==> config.mk <==
export PLATFORM = sky130hd
export DESIGN_NAME = button_conditioner_flat
export DESIGN_NICKNAME = d
export VERILOG_FILES = /design/src/rtl/button_conditioner_if.sv /design/src/rtl/button_conditioner.sv /design/src/flat_wrapper.sv
export SDC_FILE = /design/constraint.sdc
export NUM_CORES = 1
export LEC_CHECK = 0
export ABC_AREA = 1
export BUFFER_PORTS_ARGS = -buffer_cell sky130_fd_sc_hd__buf_4
export CORE_UTILIZATION = 56
export DETAILED_ROUTE_END_ITERATION = 10
export PLACE_DENSITY = 0.76
export SETUP_SLACK_MARGIN = 0.3
export SLEW_MARGIN = 10
export SYNTH_ARGS = -nofsm -noshare
export SYNTH_HDL_FRONTEND = slang
export SYNTH_SLANG_ARGS = --single-unit
==> constraint.sdc <==
create_clock -name clk_in -period 1.49 [get_ports clk_in]
set_input_delay 0.149 -clock clk_in [delete_from_list [all_inputs] [get_ports clk_in]]
set_output_delay 0.149 -clock clk_in [all_outputs]
set_load 0.005 [all_outputs]
==> src/rtl/button_conditioner_if.sv <==
// -----------------------------------------------------------------------------
// button_conditioner_if
//
// Purpose:
//   Bundles the board-side raw inputs and the conditioned outputs of the
//   button conditioner into one port.
//
// Signals:
//   btn_raw    [N_BTN]  raw buttons (asynchronous, active-high)
//   sw_raw     [1]      raw pass switch (asynchronous)
//   btn_level  [N_BTN]  debounced button levels
//   btn_pulse  [N_BTN]  one-cycle press pulses
//   sw_level   [1]      debounced pass-switch level
//   any_pulse  [1]      OR of btn_pulse, same cycle
//
// Modports:
//   master : drives the raw inputs and consumes the conditioned outputs
//   slave  : the conditioner itself
// -----------------------------------------------------------------------------
interface button_conditioner_if #(
    parameter int N_BTN = 5
);
    logic [N_BTN-1:0] btn_raw;
    logic             sw_raw;
    logic [N_BTN-1:0] btn_level;
    logic [N_BTN-1:0] btn_pulse;
    logic             sw_level;
    logic             any_pulse;

    modport master (
        output btn_raw,
        output sw_raw,
        input  btn_level,
        input  btn_pulse,
        input  sw_level,
        input  any_pulse
    );

    modport slave (
        input  btn_raw,
        input  sw_raw,
        output btn_level,
        output btn_pulse,
        output sw_level,
        output any_pulse
    );
endinterface

==> src/rtl/button_conditioner.sv <==
// -----------------------------------------------------------------------------
// button_conditioner
//
// Purpose:
//   Front end for the cursor/move FSM. Every raw board button and the pass
//   switch are synchronised (two flops), debounced (a change is accepted only
//   after DEBOUNCE_CYCLES consecutive stable cycles) and, for the buttons,
//   edge-detected into single-cycle press pulses so that a held button cannot
//   re-trigger cursor moves or move submission.
//
//   Button bit map: [4]=up [3]=down [2]=left [1]=right [0]=make_move.
//
// Ports:
//   clk_in   in   system clock
//   reset    in   synchronous, active-high reset
//   bus      slave modport of button_conditioner_if
//              btn_raw/sw_raw in, btn_level/btn_pulse/sw_level/any_pulse out
//
// Parameters:
//   N_BTN            number of buttons
//   DEBOUNCE_CYCLES  consecutive stable cycles to accept a change (>= 2)
//   REPEAT_DELAY     hold cycles before the first auto-repeat pulse
//   REPEAT_PERIOD    cycles between later auto-repeat pulses
//   REPEAT_MASK      buttons allowed to auto-repeat (make_move excluded)
//
// Build option:
//   BTN_REPEAT_EN    when defined, masked buttons emit auto-repeat pulses
//                    while held. When undefined there is no repeat logic and
//                    each debounced press gives exactly one pulse; the
//                    REPEAT_* parameters are then ignored.
//
// Timing:
//   A raw change present before edge 1 and held shows up on btn_level (and,
//   for a press, on btn_pulse) after edge DEBOUNCE_CYCLES+2: two edges of
//   synchroniser, DEBOUNCE_CYCLES-1 counting edges, one accepting edge.
// -----------------------------------------------------------------------------
module button_conditioner #(
    parameter int               N_BTN           = 5,
    parameter int               DEBOUNCE_CYCLES = 650000,
    parameter int               REPEAT_DELAY    = 32500000,
    parameter int               REPEAT_PERIOD   = 9750000,
    parameter logic [N_BTN-1:0] REPEAT_MASK     = 5'b11110
) (
    input  logic                 clk_in,
    input  logic                 reset,
    button_conditioner_if.slave  bus
);

    // Channels 0..N_BTN-1 are the buttons, channel N_BTN is the pass switch.
    localparam int N_CH = N_BTN + 1;
    localparam int DB_W = (DEBOUNCE_CYCLES > 2) ? $clog2(DEBOUNCE_CYCLES) : 1;
    localparam logic [DB_W-1:0] DB_LAST = DB_W'(DEBOUNCE_CYCLES - 1);

    // -------------------------------------------------------------------------
    // Two-flop synchroniser on every input
    // -------------------------------------------------------------------------
    logic [N_CH-1:0] raw_all;
    logic [N_CH-1:0] sync1_reg;
    logic [N_CH-1:0] sync2_reg;

    assign raw_all = {bus.sw_raw, bus.btn_raw};

    always_ff @(posedge clk_in) begin
        if (reset) begin
            sync1_reg <= '0;
            sync2_reg <= '0;
        end else begin
            sync1_reg <= raw_all;
            sync2_reg <= sync1_reg;
        end
    end

    // -------------------------------------------------------------------------
    // Debounce: per channel a counter of consecutive cycles in which the
    // synchronised input differs from the accepted level. Any cycle where
    // they agree again restarts the count, so bounce shorter than
    // DEBOUNCE_CYCLES can never flip the level. The counter is cleared when
    // it reaches its limit, so it never wraps.
    // -------------------------------------------------------------------------
    logic [N_CH-1:0] level_reg;
    logic [N_CH-1:0] level_next;
    logic [N_CH-1:0] db_done;    // change accepted at this edge
    logic [N_CH-1:0] rise_now;   // accepted change is a press
    logic [DB_W-1:0] cnt_reg  [N_CH];
    logic [DB_W-1:0] cnt_next [N_CH];

    generate
        for (genvar gi = 0; gi < N_CH; gi++) begin : g_debounce
            logic differs;

            assign differs       = (sync2_reg[gi] != level_reg[gi]);
            assign db_done[gi]   = differs && (cnt_reg[gi] == DB_LAST);
            assign rise_now[gi]  = db_done[gi] & sync2_reg[gi];
            assign level_next[gi] = level_reg[gi] ^ db_done[gi];
            assign cnt_next[gi]  = (!differs || db_done[gi]) ? '0
                                                              : cnt_reg[gi] + 1'b1;

            always_ff @(posedge clk_in) begin
                if (reset) begin
                    cnt_reg[gi] <= '0;
                end else begin
                    cnt_reg[gi] <= cnt_next[gi];
                end
            end
        end
    endgenerate

    always_ff @(posedge clk_in) begin
        if (reset) begin
            level_reg <= '0;
        end else begin
            level_reg <= level_next;
        end
    end

    // -------------------------------------------------------------------------
    // Pulse generation. pulse_next is evaluated at the same edge that accepts
    // the press, so the registered pulse and the new level appear together.
    // -------------------------------------------------------------------------
    logic [N_BTN-1:0] pulse_next;

`ifdef BTN_REPEAT_EN
    localparam int RP_W = (REPEAT_DELAY > 2) ? $clog2(REPEAT_DELAY) : 1;
    localparam logic [RP_W-1:0] RP_LAST   = RP_W'(REPEAT_DELAY - 1);
    // Reloading to DELAY-PERIOD makes the next terminal count PERIOD cycles
    // away, so one counter serves both the initial delay and the period.
    localparam logic [RP_W-1:0] RP_RELOAD = RP_W'(REPEAT_DELAY - REPEAT_PERIOD);

    generate
        for (genvar gi = 0; gi < N_BTN; gi++) begin : g_pulse
            if (REPEAT_MASK[gi]) begin : g_repeat
                logic [RP_W-1:0] rep_cnt_reg;
                logic            rep_fire;

                // No repeat pulse on the edge where the level is released.
                assign rep_fire = level_reg[gi] && !(db_done[gi] && !sync2_reg[gi])
                                  && (rep_cnt_reg == RP_LAST);
                assign pulse_next[gi] = rise_now[gi] | rep_fire;

                always_ff @(posedge clk_in) begin
                    if (reset || rise_now[gi] || !level_next[gi]) begin
                        rep_cnt_reg <= '0;
                    end else if (rep_fire) begin
                        rep_cnt_reg <= RP_RELOAD;
                    end else begin
                        rep_cnt_reg <= rep_cnt_reg + 1'b1;
                    end
                end
            end else begin : g_single
                assign pulse_next[gi] = rise_now[gi];
            end
        end
    endgenerate
`else
    assign pulse_next = rise_now[N_BTN-1:0];

    // Repeat configuration has no effect in this build.
    logic unused_repeat_cfg;
    assign unused_repeat_cfg = ^{REPEAT_MASK, REPEAT_DELAY[0], REPEAT_PERIOD[0],
                                 rise_now[N_BTN]};
`endif

    // -------------------------------------------------------------------------
    // Registered outputs
    // -------------------------------------------------------------------------
    logic [N_BTN-1:0] btn_pulse_reg;
    logic             any_pulse_reg;

    always_ff @(posedge clk_in) begin
        if (reset) begin
            btn_pulse_reg <= '0;
            any_pulse_reg <= 1'b0;
        end else begin
            btn_pulse_reg <= pulse_next;
            any_pulse_reg <= |pulse_next;
        end
    end

    assign bus.btn_level = level_reg[N_BTN-1:0];
    assign bus.sw_level  = level_reg[N_BTN];
    assign bus.btn_pulse = btn_pulse_reg;
    assign bus.any_pulse = any_pulse_reg;

endmodule

==> src/flat_wrapper.sv <==
// flat-port wrapper written by rule: the top's interface ports become plain ports
module button_conditioner_flat 
#(
    parameter int               N_BTN           = 5,
    parameter int               DEBOUNCE_CYCLES = 650000,
    parameter int               REPEAT_DELAY    = 32500000,
    parameter int               REPEAT_PERIOD   = 9750000,
    parameter logic [N_BTN-1:0] REPEAT_MASK     = 5'b11110
)
  (clk_in, reset, bus_btn_raw, bus_sw_raw, bus_btn_level, bus_btn_pulse, bus_sw_level, bus_any_pulse);
  button_conditioner_if #(.N_BTN(N_BTN)) bus_i ();
  input  logic clk_in;
  input  logic reset;
  input wire logic [$bits(bus_i.btn_raw)-1:0] bus_btn_raw;
  input wire logic [$bits(bus_i.sw_raw)-1:0] bus_sw_raw;
  output wire logic [$bits(bus_i.btn_level)-1:0] bus_btn_level;
  output wire logic [$bits(bus_i.btn_pulse)-1:0] bus_btn_pulse;
  output wire logic [$bits(bus_i.sw_level)-1:0] bus_sw_level;
  output wire logic [$bits(bus_i.any_pulse)-1:0] bus_any_pulse;
  assign bus_i.btn_raw = bus_btn_raw;
  assign bus_i.sw_raw = bus_sw_raw;
  assign bus_btn_level = bus_i.btn_level;
  assign bus_btn_pulse = bus_i.btn_pulse;
  assign bus_sw_level = bus_i.sw_level;
  assign bus_any_pulse = bus_i.any_pulse;
  button_conditioner #(.N_BTN(N_BTN), .DEBOUNCE_CYCLES(DEBOUNCE_CYCLES), .REPEAT_DELAY(REPEAT_DELAY), .REPEAT_PERIOD(REPEAT_PERIOD), .REPEAT_MASK(REPEAT_MASK)) u_core (.clk_in(clk_in), .reset(reset), .bus(bus_i));
endmodule
==> results.md <==
Status:
- The run finished, with violations left.
- The final reports fail on setup timing.

Clock network:
- The clock tree root buffer cell is clkbuf_16.
- The H-tree was split into 4 levels.
- The tree built by TritonCTS fans out to 144 sinks.
- The register clock-pin slew on the reported worst setup and hold paths is 0.07 ns.
- The longest clock path from root to sink contains 2 buffers.
- TritonCTS built the clock tree.
- The later pin in the worst-skew pair is clocked with a latency of 0.45 ns.
- In this run, CTS created clock tree buffers numbering 17.

Setup path:
- The type of the setup path with the least slack is reg -> reg.
- At the worst endpoint, the required time is 1.81 ns.
- On the critical path, the stage with the largest delay is an instance of nor3_4.
- Of all nets on the critical path, the largest fanout is 3.
- The worst register-to-register path begins at u_core.cnt_reg[2][1].
- Measured in cells, the most critical reg-to-reg path has a length of 7.
- The end point of the critical path is u_core.cnt_reg[2][16].
- The signal on the critical path passes through ha_4 > nand3_4 > nor3_4 > nand3_2 > nor2_2 > xnor2_1 > nor2_1.
- The end of the worst register-to-register path is u_core.cnt_reg[2][16].
- The largest single stage delay on the critical path is 0.43 ns.
- The startpoint type of the worst setup path is a register.
- The launching element of the worst setup path is u_core.cnt_reg[2][1].
- STA classifies the critical path endpoint as a register.
- STA puts the critical path data arrival time at 2.08 ns.
- For flop-to-flop paths, the worst setup slack is -0.27 ns.

Timing:
- The total count of hold-check failures in the final report is 0.
- In the post-route analysis, the smallest setup slack over all paths is -0.268 ns.
- Counting I/O delays and the setup requirement, the final critical path takes 1.76 ns.
- The highest achievable clock rate is 569 MHz.
- The count of final max-slew check failures is 0.
- After routing, the total negative slack on setup checks comes to -1.42 ns.
- Setup repair after global routing could not meet its margin everywhere.
- The relative max-transition margin is 0.723.
- The number of endpoints failing setup at the final stage is 39.
- Hold timing on the final database bottoms out at a slack of 0.221 ns.
- The clock skew after layout is 0.0134 ns.
- Dividing the final minimum period by the clock period gives 1.18.
- At the pin with the least slew margin, the transition time is 0.412 ns.

Yosys:
- By area the synthesized netlist is led by dfxtp_1 (42%), nor2_1 (9.5%), nand2_1 (8.9%).
- The portion of the post-synthesis area used by sequential elements is 0.422.
- The number of cells produced by synthesis is 929.
- The leading area contributor after synthesis is dfxtp_1.
- Dividing the synthesized area by the synthesized cell count gives 7.35 sq um.
- In this run, synthesis produced a sequential element count of 144.
- The share of synthesized area in the top cell type comes to 0.422.
- During synthesis, Yosys emitted a total of 0 warnings.
- Synthesis produced a netlist with a net count of 943.
- The count of distinct cell types in the synthesized netlist is 40.
- The mapped netlist covers 6830 sq um.

Floorplanning:
- The core area is 11,700 sq um.
- The initial cell density of the core is 0.585.
- The number of placement rows is 39.
- The height of the chip is 112 um.
- The I/O pin count is 20.
- The die extent in x is 112 um.
- The die covers 12,600 sq um.

Global routing:
- The maximum number of pins on one net before global-route repair is 24.
- Across every metal layer, demand over resource in global routing totals 0.272.
- Global routing finished with a remaining overflow of 0.
- The via count of the first global-routing pass is 6,179.
- The number of antenna violations at the first check in global routing is 0.
- The global-route wire length before repair is 27,600 um.

Worst hold path:
- The tightest min-delay check is of the in -> reg type.
- The startpoint of the worst hold path is reset.

Final layout:
- The library cell used most frequently in the layout, excluding fill and tap cells, is nand2_1.
- The signed area change from the synthesized netlist to the final layout is 53.7%.
- The library cells used most frequently in the layout, excluding fill and tap cells, are nand2_1 (128), buf_4 (99), inv_1 (91).
- The layout net count is 1,096.
- The final design utilization is 0.899.
- The register with the most flip-flops in the layout has 120 of them.
- The number of diodes is 0.
- The share of layout cells above drive strength 1 is 0.509.

Route:
- In this run, the number of DRC markers left after iteration 0 of detailed routing was 616.
- The routed wire length is 24,400 um.
- Before antenna repair, the detailed router went through 5 iterations.
- The detail route stage leaves a number of antenna-violating nets equal to 0.
- Using the TritonRoute via totals, the vias-per-cell ratio works out to 5.83.
- For this block, the via count after detailed routing is 7,219.
- After detailed routing, the average wire length per cell comes to 19.7 um.
- After detailed routing, the number of remaining DRC violations is 0.

Power and ir drop:
- Of the total power, the share spent switching nets is 0.222.
- The post-layout total power is 0.00837 W.
- The total net switching power is 0.00185 W.
- Of the total power, the clock network draws 0.510.
- The power per cell area is 798 nW/um^2.
- The combinational cell fraction of total power is 0.029.
- In this run the static leakage power is 3.81 nW.
- The largest voltage drop on the vdd net is 924 uV.
- The power share of the sequential group is 0.461.
- The internal power of the cells totals 0.00651 W.

Placement:
- The number of port buffers is 19.
- The HPWL reported at the end of detailed placement is 9860 um.
- The congestion estimate from routability-driven global placement came to 0.925.

Job:
- The max capacitance violation total is 0.
## synthesized netlist by cell type
cell type and number:
nor4_1 4, nand2_1 162, nand3_1 60, nor2_1 172, nand4_1 25, nor4b_1 1, a31oi_1 4, nand2_2 9
o21a_1 1, and3_1 1, xnor2_1 15, a21oi_1 46, o21bai_1 1, o21ai_1 2, xor2_1 33, nand2_4 2
or2_2 8, nand3b_2 1, nor3_2 10, a211oi_1 2, buf_2 6, nor2_8 1, nand3_4 1, nor3_1 26
dfxtp_1 144, nor3b_1 6, or2_0 3, clkbuf_1 2, inv_1 111, o21ai_0 13, a21oi_2 1, inv_2 8
nor3_4 1, nor2_2 15, ha_1 6, nand3b_1 3, buf_4 5, nor3b_2 4, nor2_4 9, nand3_2 5
## cells by family (layout without fill, tap and decap cells)
kind of cell / Yosys count / count (layout) / synth area share
and+or+nand+nor: 529 / 529 / 0.375
DFF: 144 / 144 / 0.422
buffers and inverters: 132 / 298 / 0.0764
AOI/OAI and AO/OA: 70 / 70 / 0.0541
xor gates and xnor gates: 48 / 48 / 0.0616
adders and majority gates: 6 / 6 / 0.0110
## layout make-up
type | count | area [sq um]
clock buffers | 24 | 512
multi-input cells | 653 | 4790
repair buffers | 146 | 1450
repair inverters | 1 | 11.3
well taps | 143 | 179
fillers | 465 | 1170
inverters | 119 | 464
clock inverters | 8 | 77.6
flip-flops and latches | 144 | 3010
## layer usage
| metal | routed length (um) | GRT usage |
|---|---|---|
| met5 | 0 | 0 |
| met4 | 1520 | 0.156 |
| met3 | 1640 | 0.0594 |
| met2 | 12300 | 0.462 |
| met1 | 8910 | 0.319 |
## power by group through the flow
stage               clock, W  sequential, W  combinational [W]
floorplan                  0        0.00397          0.0000742
global placement           0        0.00397           0.000117
detailed placement         0        0.00397           0.000118
CTS                  0.00420        0.00388           0.000178
global route         0.00442        0.00386           0.000250
finish               0.00427        0.00386           0.000240
## what timing repair did
action | CTS | global route
pin swaps | 45 | 68
gates cloned | 5 | 6
hold endpoints to repair | 6 | 0
endpoints found under the setup margin | 130 | 132
hold buffers | 6 | 0
setup buffers | 48 | 29
gates resized for setup | 126 | 238
## worst min path at each step
| stage | to | slack [ns] | cells past startpoint |
|---|---|---|---|
| 3_3_place_gp | u_core.sync1_reg[2] | 0.36 | 3 |
| 3_5_place_dp | u_core.sync1_reg[2] | 0.36 | 3 |
| 4_1_cts | register | 0.16 | 3 |
| 2_1_floorplan | register | 0.22 | 1 |
| 5_1_grt | register | 0.24 | 3 |
| 6_report | register | 0.22 | 3 |
## worst max-delay path: cells and delay by family, from the launching register on
family	cells	cell delay, ns
fa+ha+maj	1	0.15
simple gates	5	1.00
flops	1	0.35
xor+xnor	1	0.13
## through the flow
stage / cells / setup WS [ns] / instance area [sq um]
global placement: 1112 / 0.0540 / 7750
finish: 1238 / -0.268 / 10500
detailed placement: 1112 / 0.00335 / 7750
CTS: 1203 / 0.0648 / 9280
global route: 1238 / -0.306 / 10500
floorplan: 929 / 0.0998 / 7260
Note: power is estimated with default switching activity, not from simulation.
